### src/rtl/signed_divider.sv
// signed_divider: sequential two's complement divider, one quotient bit per clock.
//
// Operands are reduced to magnitudes on the accepting edge, then divided with a restoring
// shift-subtract loop. Signs and flags are applied in a final FIX cycle.
//
// Ports:
//   clk          rising-edge clock
//   rst          synchronous reset, active low
//   start        request, sampled only while idle
//   dividend     signed dividend, captured on the accepting edge
//   divisor      signed divisor, captured on the accepting edge
//   quotient     signed quotient, truncated toward zero
//   remainder    signed remainder, same sign as the dividend
//   busy         high from the accepting edge until done
//   done         one-cycle pulse when results are valid
//   sign         quotient is negative
//   zero_flag    quotient is zero
//   div_by_zero  divisor was zero
//   overflow     quotient not representable (MIN / -1 only)
module signed_divider #(
    parameter int unsigned WIDTH = 8
) (
    input  logic             clk,
    input  logic             rst,
    input  logic             start,
    input  logic [WIDTH-1:0] dividend,
    input  logic [WIDTH-1:0] divisor,
    output logic [WIDTH-1:0] quotient,
    output logic [WIDTH-1:0] remainder,
    output logic             busy,
    output logic             done,
    output logic             sign,
    output logic             zero_flag,
    output logic             div_by_zero,
    output logic             overflow
);

    localparam int unsigned     CW     = (WIDTH > 1) ? $clog2(WIDTH) : 1;
    localparam logic [CW-1:0]   LAST   = CW'(WIDTH - 1);
    localparam logic [WIDTH-1:0] MAXPOS = {1'b0, {(WIDTH-1){1'b1}}};

    typedef enum logic [1:0] {StIdle, StCalc, StFix} state_e;

    state_e           state_q, state_d;
    logic             qsign_q, qsign_d;    // quotient sign
    logic             rsign_q, rsign_d;    // remainder sign (dividend sign)
    logic             dz_q, dz_d;          // divide-by-zero pending for FIX
    logic [WIDTH-1:0] q_q, q_d;            // working quotient, starts as |dividend|
    logic [WIDTH-1:0] dvs_q, dvs_d;        // |divisor|
    // The remainder is always below |divisor| <= 2^(WIDTH-1), so WIDTH bits hold it;
    // the extra bit of the working remainder only exists in the shifted value.
    logic [WIDTH-1:0] rem_q, rem_d;
    logic [CW-1:0]    cnt_q, cnt_d;

    logic [WIDTH-1:0] quotient_q, quotient_d;
    logic [WIDTH-1:0] remainder_q, remainder_d;
    logic             busy_q, busy_d;
    logic             done_q, done_d;
    logic             sign_q, sign_d;
    logic             zero_q, zero_d;
    logic             dbz_q, dbz_d;
    logic             ovf_q, ovf_d;

    logic [WIDTH:0]   rem_shift;
    logic [WIDTH:0]   trial;

    function automatic logic [WIDTH-1:0] mag(input logic [WIDTH-1:0] v);
        // MIN maps onto itself, which reads correctly as the unsigned 2^(WIDTH-1).
        return v[WIDTH-1] ? -v : v;
    endfunction

    assign rem_shift = {rem_q, q_q[WIDTH-1]};
    assign trial     = rem_shift - {1'b0, dvs_q};

    always_comb begin
        state_d     = state_q;
        qsign_d     = qsign_q;
        rsign_d     = rsign_q;
        dz_d        = dz_q;
        q_d         = q_q;
        dvs_d       = dvs_q;
        rem_d       = rem_q;
        cnt_d       = cnt_q;
        quotient_d  = quotient_q;
        remainder_d = remainder_q;
        busy_d      = busy_q;
        done_d      = 1'b0;
        sign_d      = sign_q;
        zero_d      = zero_q;
        dbz_d       = dbz_q;
        ovf_d       = ovf_q;

        unique case (state_q)
            StIdle: begin
                if (start) begin
                    qsign_d = dividend[WIDTH-1] ^ divisor[WIDTH-1];
                    rsign_d = dividend[WIDTH-1];
                    dvs_d   = mag(divisor);
                    cnt_d   = '0;
                    busy_d  = 1'b1;
                    dbz_d   = 1'b0;
                    ovf_d   = 1'b0;
                    if (divisor == '0) begin
                        // Quotient 0, remainder |dividend|: FIX then restores the dividend.
                        dz_d    = 1'b1;
                        q_d     = '0;
                        rem_d   = mag(dividend);
                        state_d = StFix;
                    end else begin
                        dz_d    = 1'b0;
                        q_d     = mag(dividend);
                        rem_d   = '0;
                        state_d = StCalc;
                    end
                end
            end
            StCalc: begin
                if (trial[WIDTH]) begin
                    rem_d = rem_shift[WIDTH-1:0];
                end else begin
                    rem_d = trial[WIDTH-1:0];
                end
                q_d = {q_q[WIDTH-2:0], ~trial[WIDTH]};
                if (cnt_q == LAST) begin
                    cnt_d   = '0;
                    state_d = StFix;
                end else begin
                    cnt_d = cnt_q + CW'(1);
                end
            end
            StFix: begin
                quotient_d  = qsign_q ? -q_q : q_q;
                remainder_d = rsign_q ? -rem_q : rem_q;
                zero_d      = (q_q == '0);
                sign_d      = qsign_q & (q_q != '0);
                ovf_d       = (q_q > MAXPOS) & ~qsign_q;
                dbz_d       = dz_q;
                done_d      = 1'b1;
                busy_d      = 1'b0;
                state_d     = StIdle;
            end
            default: begin
                state_d = StIdle;
            end
        endcase
    end

    always_ff @(posedge clk) begin
        if (!rst) begin
            state_q     <= StIdle;
            qsign_q     <= 1'b0;
            rsign_q     <= 1'b0;
            dz_q        <= 1'b0;
            q_q         <= '0;
            dvs_q       <= '0;
            rem_q       <= '0;
            cnt_q       <= '0;
            quotient_q  <= '0;
            remainder_q <= '0;
            busy_q      <= 1'b0;
            done_q      <= 1'b0;
            sign_q      <= 1'b0;
            zero_q      <= 1'b0;
            dbz_q       <= 1'b0;
            ovf_q       <= 1'b0;
        end else begin
            state_q     <= state_d;
            qsign_q     <= qsign_d;
            rsign_q     <= rsign_d;
            dz_q        <= dz_d;
            q_q         <= q_d;
            dvs_q       <= dvs_d;
            rem_q       <= rem_d;
            cnt_q       <= cnt_d;
            quotient_q  <= quotient_d;
            remainder_q <= remainder_d;
            busy_q      <= busy_d;
            done_q      <= done_d;
            sign_q      <= sign_d;
            zero_q      <= zero_d;
            dbz_q       <= dbz_d;
            ovf_q       <= ovf_d;
        end
    end

    assign quotient    = quotient_q;
    assign remainder   = remainder_q;
    assign busy        = busy_q;
    assign done        = done_q;
    assign sign        = sign_q;
    assign zero_flag   = zero_q;
    assign div_by_zero = dbz_q;
    assign overflow    = ovf_q;

endmodule

### config.mk
export PLATFORM = sky130hd
export DESIGN_NAME = signed_divider
export DESIGN_NICKNAME = d
export VERILOG_FILES = /design/src/rtl/signed_divider.sv
export SDC_FILE = /design/constraint.sdc
export NUM_CORES = 1
export LEC_CHECK = 0
export CELL_PAD_IN_SITES_DETAIL_PLACEMENT = 0
export CELL_PAD_IN_SITES_GLOBAL_PLACEMENT = 1
export CORE_UTILIZATION = 44
export CTS_CLUSTER_SIZE = 30
export DETAILED_ROUTE_END_ITERATION = 10
export GPL_ROUTABILITY_DRIVEN = 0
export PLACE_DENSITY = 0.95
export REMOVE_ABC_BUFFERS = 1
export SLEW_MARGIN = 20
export SYNTH_ARGS = -nofsm -noshare
export SYNTH_HDL_FRONTEND = slang
export SYNTH_SLANG_ARGS = --single-unit
### constraint.sdc
create_clock -name clk -period 4.5 [get_ports clk]
set_input_delay 0.9 -clock clk [delete_from_list [all_inputs] [get_ports clk]]
set_output_delay 0.9 -clock clk [all_outputs]
set_load 0.02 [all_outputs]
# Yosys cells after proc, flatten, opt, wreduce, memory -nomap -nowiden
# Cells that the tools add are included.
# totals
inputBits,19
out_inout_bits,22
romBits,0
ff_bits,54
memories,0
latch_bits,0
mem_bits_rw,0
elab_cells,68
# classes
eq_ne,5
n_reduce_logical,10
n_mux,25
bitwise_logic,5
addsub,6
multipliers,0
div_mod_pow,0
n_lt_le_gt_ge,1
shift,0
# op_table
operator,count
two-way mux 8 bit,9
negator 8 bit,4
case mux 8 bit (2 select lines),2
logical NOT 8 bit,2
subtractor 9 x 8 -> 9 bit,1
> comparator 8 x 7 -> 1 bit (second input constant),1
AND reduction 2 bit,4
nonzero test 8 bit,1
two-way mux 2 bit,3
two-way mux 3 bit,2
case mux 1 bit (2 select lines),3
case mux 3 bit (2 select lines),1
two-way mux 1 bit,4
!= test 2 bit (second input constant),2
case mux 2 bit (2 select lines),1
nonzero test 2 bit,2
adder 3 x 1 -> 3 bit (second input constant),1
== test 3 bit (second input constant),1
bitwise AND 1 bit,2
== test 2 x 1 -> 1 bit (second input constant),1
== test 2 bit (second input constant),1
logical NOT 2 bit,1
inverter 1 bit,2
XOR 1 bit,1

# Logic depth before layout (Yosys ltp)
# Gate-level depths: netlist of the first run.
# depth
depth_word,5
mapped_depth,10
ltp_nobuf,9

# Worst setup path after synthesis of the first run
# Ideal clock, no wire load.
# synth_path
path_kind,input to register
start,input divisor[1]
end,register rem_q[0]
setup_slack_ps,2115
arrival_ps,2311
n_path_buf,0
setup_ps,74
path_stages,7
required_time_ps,4426
cell_sequence,inv_1 -> ha_1 -> or3b_1 -> or3_1 -> nor4_4 -> a21oi_1 -> a31oi_1
# synth_between
elab_chain_cells,4
# synth_rtl
item,line_no,source
start: declaration,27,"input logic [WIDTH-1:0] divisor,"
logical NOT 8 bit,103,if (divisor == '0) begin
two-way mux 8 bit,103,
two-way mux 8 bit,95,if (start) begin
case mux 8 bit (2 select lines),93,unique case (state_q)
end signal: assignment,173,rem_q <= rem_d;
end: declaration,52,"logic [WIDTH-1:0] rem_q, rem_d;"
# No other way between the ends. The select of a mux whose other input is x is not followed.
# A chain may end at the register's enable or synchronous reset.

# Worst setup path in the final report of the first run
# layout_path
start,register q_q[7]
end,register rem_q[5]
# layout_between
elab_chain_cells,3
# layout_rtl
item,line_no,source
start: declaration,48,"logic [WIDTH-1:0] q_q, q_d;"
start signal: assignment,171,q_q <= q_d;
subtractor 9 x 8 -> 9 bit,73,"assign trial = rem_shift - {1'b0, dvs_q};"
two-way mux 8 bit,118,if (trial[WIDTH]) begin
case mux 8 bit (2 select lines),93,
# No other way between the ends.

==> parameters.txt, run 1 <==
Parameter                              Value

Min path
  Class of the worst hold path    reg -> reg
  Hold path cells    2

Final layout
  Net count of the finished layout    451
  Final design instance area without fill    3750 µm²
  # fillers    648
  Share of final-layout standard cells stronger than drive strength 1    5.50%
  Final Util    54.5%
  Total inserted antenna cells    0
  Area Growth Syn to Fin    19.0%
  Final std cells w/o fill    514

Logic synthesis
  Largest family of logic cells by synthesized area    compound AO/OA/AOI/OAI gates
  Gate Count Post-Synth    390
  Synth Area in Adders    6.20%
  Compound-Gate Fraction of Synth Area    24.6%
  Sequential-to-total area share from yosys stat    34.3%
  Simple-gate share of the synthesized area    21.6%
  Average cell area after synthesis    8.07 µm²
  Post-synthesis mux area share    0.636%
  Total of flip-flops plus latches after synthesis    54
  Netlist cell types    58
  Number of flops mapped to enable cells by yosys    0
  Async set-or-reset flop fraction in the synthesized netlist    0%
  Yosys Warn Count    0
  XOR/XNOR share of the synthesized area    6.96%
  Area of the mapped netlist    3150 µm²
  Top flip-flop cell by instance count after synthesis    dfxtp_1

Worst setup path
  Worst path arrival time    3.16 ns
  Peak per-stage delay on the critical path    0.68 ns
  Worst endpoint required time    4.72 ns
  CP dominant cell by count    inv_1
  Slowest cell on the critical path    a221oi_4
  Number of cell instances on the worst register-to-register path    9
  Highest fanout seen on the critical path    17
  Endpoint kind of the worst setup timing path    flip-flop
  Crit path kind    reg -> reg
  Cell Chain, Critical Path    inv_1, ha_1, inv_1, fa_1, a211oi_4, o211ai_2, a221oi_4, nor3_1, o32ai_1
  Crit start category    flip-flop

Clock tree
  Post-cts repair resize count    0
  Sink count of the clock tree    54
  Number of buffers inserted by post-CTS setup repair    0
  Clock transition at the registers of the reported paths    0.10 ns
  Post-CTS Hold Buffers    0
  Buffer depth of the longest clock path    2
  H-Tree Depth    2
  Library cell used as clock root buffer    clkbuf_8
  Clock buffers created by TritonCTS    5
  TritonCTS clock tree    built
  Clock latency on the worst-skew pair    0.31 ns

Floorplanning
  Horiz. Die Dim    86.6 µm
  Initial standard-cell utilization of the core    45.8%
  Core Area    6870 µm²
  Floorplan row count    30
  Count of boundary I/O pins    41
  Area of the die    7500 µm²
  Vert. Die Dim    86.6 µm

Timing
  RSZ-0062 raised after global routing    no
  Fin Hold WS    0.459 ns
  Final min period    2.94 ns
  Clk_skew    0.00647 ns
  Sum Neg Setup Slack    0 ns
  Headroom to the max-slew limit    53.4%
  Actual transition at the worst max-transition pin    0.698 ns
  Share of the clock period used by the worst path after layout    65.4%
  Count of endpoints failing setup in the final report    0
  Max-slew violation total from the final report    0
  Number of hold-slack violations in the final timing report    0
  Highest attainable clock frequency    0.340 GHz

Global routing
  GRT Util Overall    20.6%
  Wire length of the first global-routing pass    12.3 mm
  Number of antenna violations at the first check in global routing    0
  Number of global-route vias before repair    2590
  Pin count of the biggest net entering global routing    45
  Grt ovf    0

Placement
  Placement Cell Area    3600 µm²
  DP HPWL    5.21 mm
  IO buf count    40
  Number of placed instances with taps included    506

Outcome
  Run status    complete, no violations

Detailed routing
  Number of violations reported at the end of detailed-routing iteration 0    173
  Total length of routed wires    7.23 mm
  Detailed Routing Iterations Pass 1    4
  Total number of vias    2832
  Remaining number of nets flagged by the antenna check after routing    0
  Final routed DRC violation total    0
  Average wire per standard cell    14.1 µm
  Post-detailed-route via-to-cell ratio    5.51

Run
  Maxcap violations    0

Pwr
  Total power per unit cell area    358 nW/µm²
  Peak VDD IR    0.248 mV
  Leakage power of the design    0.00132 µW
==> sequential cells by signal, indices dropped and copies added, names as in the netlist <==
| name | count |
|---|---|
| rem_q | 8 |
| cnt_q | 3 |
| busy | 1 |
| quotient | 8 |
| done | 1 |
| div_by_zero | 1 |
| remainder | 8 |
| sign | 1 |
| qsign_q | 1 |
| zero_flag | 1 |
| dz_q | 1 |
| overflow | 1 |
| rsign_q | 1 |
| dvs_q | 8 |
| q_q | 8 |
| state_q | 2 |
==> cell families (layout without fill, tap and decap cells) <==
kind of cell    after synthesis  in the layout
buf+inv                      44             72
compound gates              110            110
xor+xnor                     25             25
mux                           2              2
fa+ha+maj                    15             15
simple gates                140            140
flops                        54             54
==> Yosys cell counts (all sizes together), types with 2 or more instances <==
cell type,n,share of area (%)
nor4,3,1.1
nor2b,10,2.0
nand4,2,0.40
o31ai,6,1.4
o211a,2,0.64
ha,14,5.6
nor2,47,5.7
nand2b,4,0.79
mux2i,2,0.64
or3b,2,0.56
a211oi,26,6.8
a22oi,3,0.72
nand3,11,1.7
a221oi,6,2.2
nor3b,2,0.48
or2,2,0.40
a21oi,22,3.5
o21a,3,0.72
buf,5,0.95
inv,20,2.4
clkbuf,18,2.1
o211ai,2,0.64
xnor2,11,3.1
dfxtp,54,34
a31oi,7,1.4
nor3,12,2.1
nand2,32,3.8
or3,8,1.6
xor2,14,3.9
o21ai,20,3.2
and2,3,0.60
a211o,2,0.56
==> final cells by class <==
class | instances | area (µm²) | share of cell area (%)
clock buffers | 6 | 82.6 | 2.20
clock inverters | 2 | 60.1 | 1.60
inverters | 21 | 78.8 | 2.10
multi-input cells | 292 | 1900 | 50.7
flip-flops and latches | 54 | 1080 | 28.9
well taps | 96 | 120 | 3.21
repair buffers | 43 | 423 | 11.3
==> layer usage <==
metal | vias up | part of all wire [%] | global-route usage [%] | routed length (µm)
li1 | 1449 | - | - | -
met1 | 1293 | 48 | 29.3 | 3450
met2 | 84 | 45 | 32.9 | 3270
met3 | 6 | 6.3 | 4.19 | 457
met4 | 0 | 0.77 | 3.33 | 56
met5 | - | 0 | 0 | 0
==> worst paths after layout <==
kind	start	end	slack [ns]
worst max register to register	q_q[7]$_SDFFE_PN0P_	rem_q[5]$_SDFFE_PN0P_	1.56
worst min register to register	dz_q$_SDFFE_PN0P_	div_by_zero$_SDFFE_PN0P_	0.46
worst min-delay path	dz_q$_SDFFE_PN0P_	div_by_zero$_SDFFE_PN0P_	0.46
worst max-delay path	q_q[7]$_SDFFE_PN0P_	rem_q[5]$_SDFFE_PN0P_	1.56
==> worst max-delay path: cells and delay by family, from the launching register on <==
kind	cells	cell delay (ns)
AO/OA/AOI/OAI	4	1.47
adder cells (fa/ha/maj)	2	0.64
buffers and inverters	2	0.22
AND/OR/NAND/NOR	1	0.18
flip-flops	1	0.34
==> per-stage QoR <==
stage | total power (µW) | setup slack, ns
6_report | 1340 | 1.56
5_1_grt | 1430 | 1.39
4_1_cts | 1350 | 1.56
3_5_place_dp | 953 | 1.43
3_3_place_gp | 946 | 1.50
2_1_floorplan | 846 | 1.90
==> cells in the final DEF, fill, tap and decap left out, types with 5 or more instances in the layout <==
master            n
a211oi_1         24
a21oi_1          22
a221oi_1          5
a31oi_1           7
clkbuf_8          6
clkdlybuf4s50_1  40
dfxtp_1          54
ha_1             14
inv_1            20
nand2_1          32
nand3_1          11
nor2_1           45
nor2b_1           9
nor3_1           11
o21ai_0          19
o31ai_1           6
or3_1             8
xnor2_1          11
xor2_1           14
==> where the power goes <==
group / internal, µW / switching [µW]
logic: 169 / 228
clock network: 237 / 158
registers: 508 / 41.9
Note: power is estimated with default switching activity, not from simulation.
==> run 2, diff against run 1 <==
CORE_UTILIZATION = 41   (was 44)
PLACE_DENSITY = 0.9   (was 0.95)
clock period = 2.75 ns   (was 4.5 ns; I/O delays follow)
==> run 2 against run 1 <==
Effect of this change: first-iteration DRC count up 14%; clock power up 33%; hold slack worse by 0.0028 ns; cell area up 1.3%; non-clock buffer count up 11; via count up 2.5%; clock skew about the same.
==> parameters.txt, run 2 (synthesized netlist as in run 1, its figures left out) <==
Parameter                              Value

Worst setup path
  Worst endpoint required time    2.97 ns
  Worst path arrival time    2.80 ns
  Highest fanout seen on the critical path    5
  Endpoint kind of the worst setup timing path    flip-flop
  Crit start category    flip-flop
  Crit path kind    reg -> reg

Placement
  Pre-CTS setup slack    0.0368 ns
  DP HPWL    5.57 mm
  IO buf count    40

Clock tree
  H-Tree Depth    2
  Clock buffers created by TritonCTS    5
  Library cell used as clock root buffer    clkbuf_8
  Buffer depth of the longest clock path    2
  Clock latency on the worst-skew pair    0.31 ns
  Sink count of the clock tree    54
  TritonCTS clock tree    built
  Post-CTS Hold Buffers    0
  Clock transition at the registers of the reported paths    0.09 ns

Timing
  Headroom to the max-slew limit    59.0%
  Max-slew violation total from the final report    0
  Final min period    2.57 ns
  Count of endpoints failing setup in the final report    0
  Actual transition at the worst max-transition pin    0.609 ns
  RSZ-0062 raised after global routing    no
  Sum Neg Setup Slack    0 ns
  Highest attainable clock frequency    0.389 GHz
  Final setup margin    0.178 ns
  Share of the clock period used by the worst path after layout    93.5%
  Clk_skew    0.00631 ns
  Number of hold-slack violations in the final timing report    0

Detailed routing
  Detailed Routing Iterations Pass 1    4
  Number of violations reported at the end of detailed-routing iteration 0    197
  Remaining number of nets flagged by the antenna check after routing    0
  Average wire per standard cell    14.2 µm
  Total number of vias    2904
  Post-detailed-route via-to-cell ratio    5.50
  Total length of routed wires    7.51 mm
  Final routed DRC violation total    0

Global routing
  GRT Util Overall    20.0%
  Number of antenna violations at the first check in global routing    0
  Wire length of the first global-routing pass    12.5 mm
  Number of global-route vias before repair    2663
  Grt ovf    0
  Pin count of the biggest net entering global routing    45

Floorplanning
  Floorplan row count    31
  Horiz. Die Dim    89.6 µm
  Area of the die    8030 µm²
  Count of boundary I/O pins    41
  Initial standard-cell utilization of the core    42.9%
  Core Area    7330 µm²
  Vert. Die Dim    89.6 µm

Min path
  Class of the worst hold path    reg -> reg

Pwr
  Peak VDD IR    0.229 mV
  Total power per unit cell area    563 nW/µm²
  Leakage power of the design    0.00136 µW

Final layout
  Most common cell after layout, fill and taps aside    dfxtp_1
  Final Util    51.8%
  Total inserted antenna cells    0
  Net count of the finished layout    462
  Share of final-layout standard cells stronger than drive strength 1    7.46%
  Area Growth Syn to Fin    20.5%
  # fillers    707
  Top library cells by usage in the layout, fill and taps aside    54 x dfxtp_1, 46 x nor2_1, 40 x clkdlybuf4s50_1, 32 x nand2_1, 24 x a211oi_1

Outcome
  Run status    complete, no violations

Run
  Maxcap violations    0
[run 2: cell types whose count changed in the layout (fill, tap and decap cells not counted), sizes merged]
cell,change
clkbuf,+1
buf,+11
bufinv,-1
[run 2: final timing paths]
| check | end | depth (start not counted) | startpoint | slack [ns] |
|---|---|---|---|---|
| min | dvs_q[7]$_SDFFE_PN0P_ | 2 | dvs_q[7]$_SDFFE_PN0P_ | 0.46 |
| min reg2reg | dvs_q[7]$_SDFFE_PN0P_ | 2 | dvs_q[7]$_SDFFE_PN0P_ | 0.46 |
| max | rem_q[5]$_SDFFE_PN0P_ | 10 | q_q[7]$_SDFFE_PN0P_ | 0.18 |
| max reg2reg | rem_q[5]$_SDFFE_PN0P_ | 10 | q_q[7]$_SDFFE_PN0P_ | 0.18 |
[run 2: per-stage QoR]
step	hold slack, ns	power, µW	std cells	instance area (µm²)
finish	0.456	2140	528	3790
global route	0.488	2260	528	3790
CTS	0.459	2130	527	3780
detailed placement	0.445	1590	519	3670
global placement	0.442	1580	519	3670
floorplan	0.432	1380	367	3050
[run 2: final cells by class]
type / count / area, µm² / share of cell area [%]
Clock buffer: 7 / 76.3 / 2.01
Clock inverter: 1 / 30.0 / 0.791
Inverter: 21 / 78.8 / 2.08
Multi-Input combinational cell: 292 / 1900 / 50.0
Sequential cell: 54 / 1080 / 28.5
Tap cell: 99 / 124 / 3.26
Timing Repair Buffer: 54 / 509 / 13.4
[run 2: timing repair]
action	CTS	global route
setup buffers	0	1
resized for setup	0	2
endpoints found under the hold margin	0	0
setup endpoints to repair	0	8
[run 2: metal layers]
metal / vias to the layer above / GRT usage [%] / part of all wire, %
li1: 1463 / - / -
met1: 1352 / 27.4 / 48
met2: 79 / 33.5 / 45
met3: 10 / 2.47 / 5.2
met4: 0 / 4.76 / 1.1
met5: - / 0 / 0
[run 2: worst max-delay path: stages, from the launching register on]
cell      delay, ns
dfxtp_1        0.34
inv_1          0.13
ha_1           0.19
inv_1          0.06
fa_2           0.38
a211oi_4       0.34
o211ai_2       0.15
a221oi_4       0.38
buf_4          0.18
nor3_1         0.06
o32ai_1        0.26
[run 2: report_power, final]
part / internal, µW / leakage [µW] / switching [µW]
Clock: 273 / 0.0000524 / 254
Sequential: 831 / 0.000441 / 65.0
Combinational: 318 / 0.000865 / 395
Total: 1420 / 0.00136 / 714
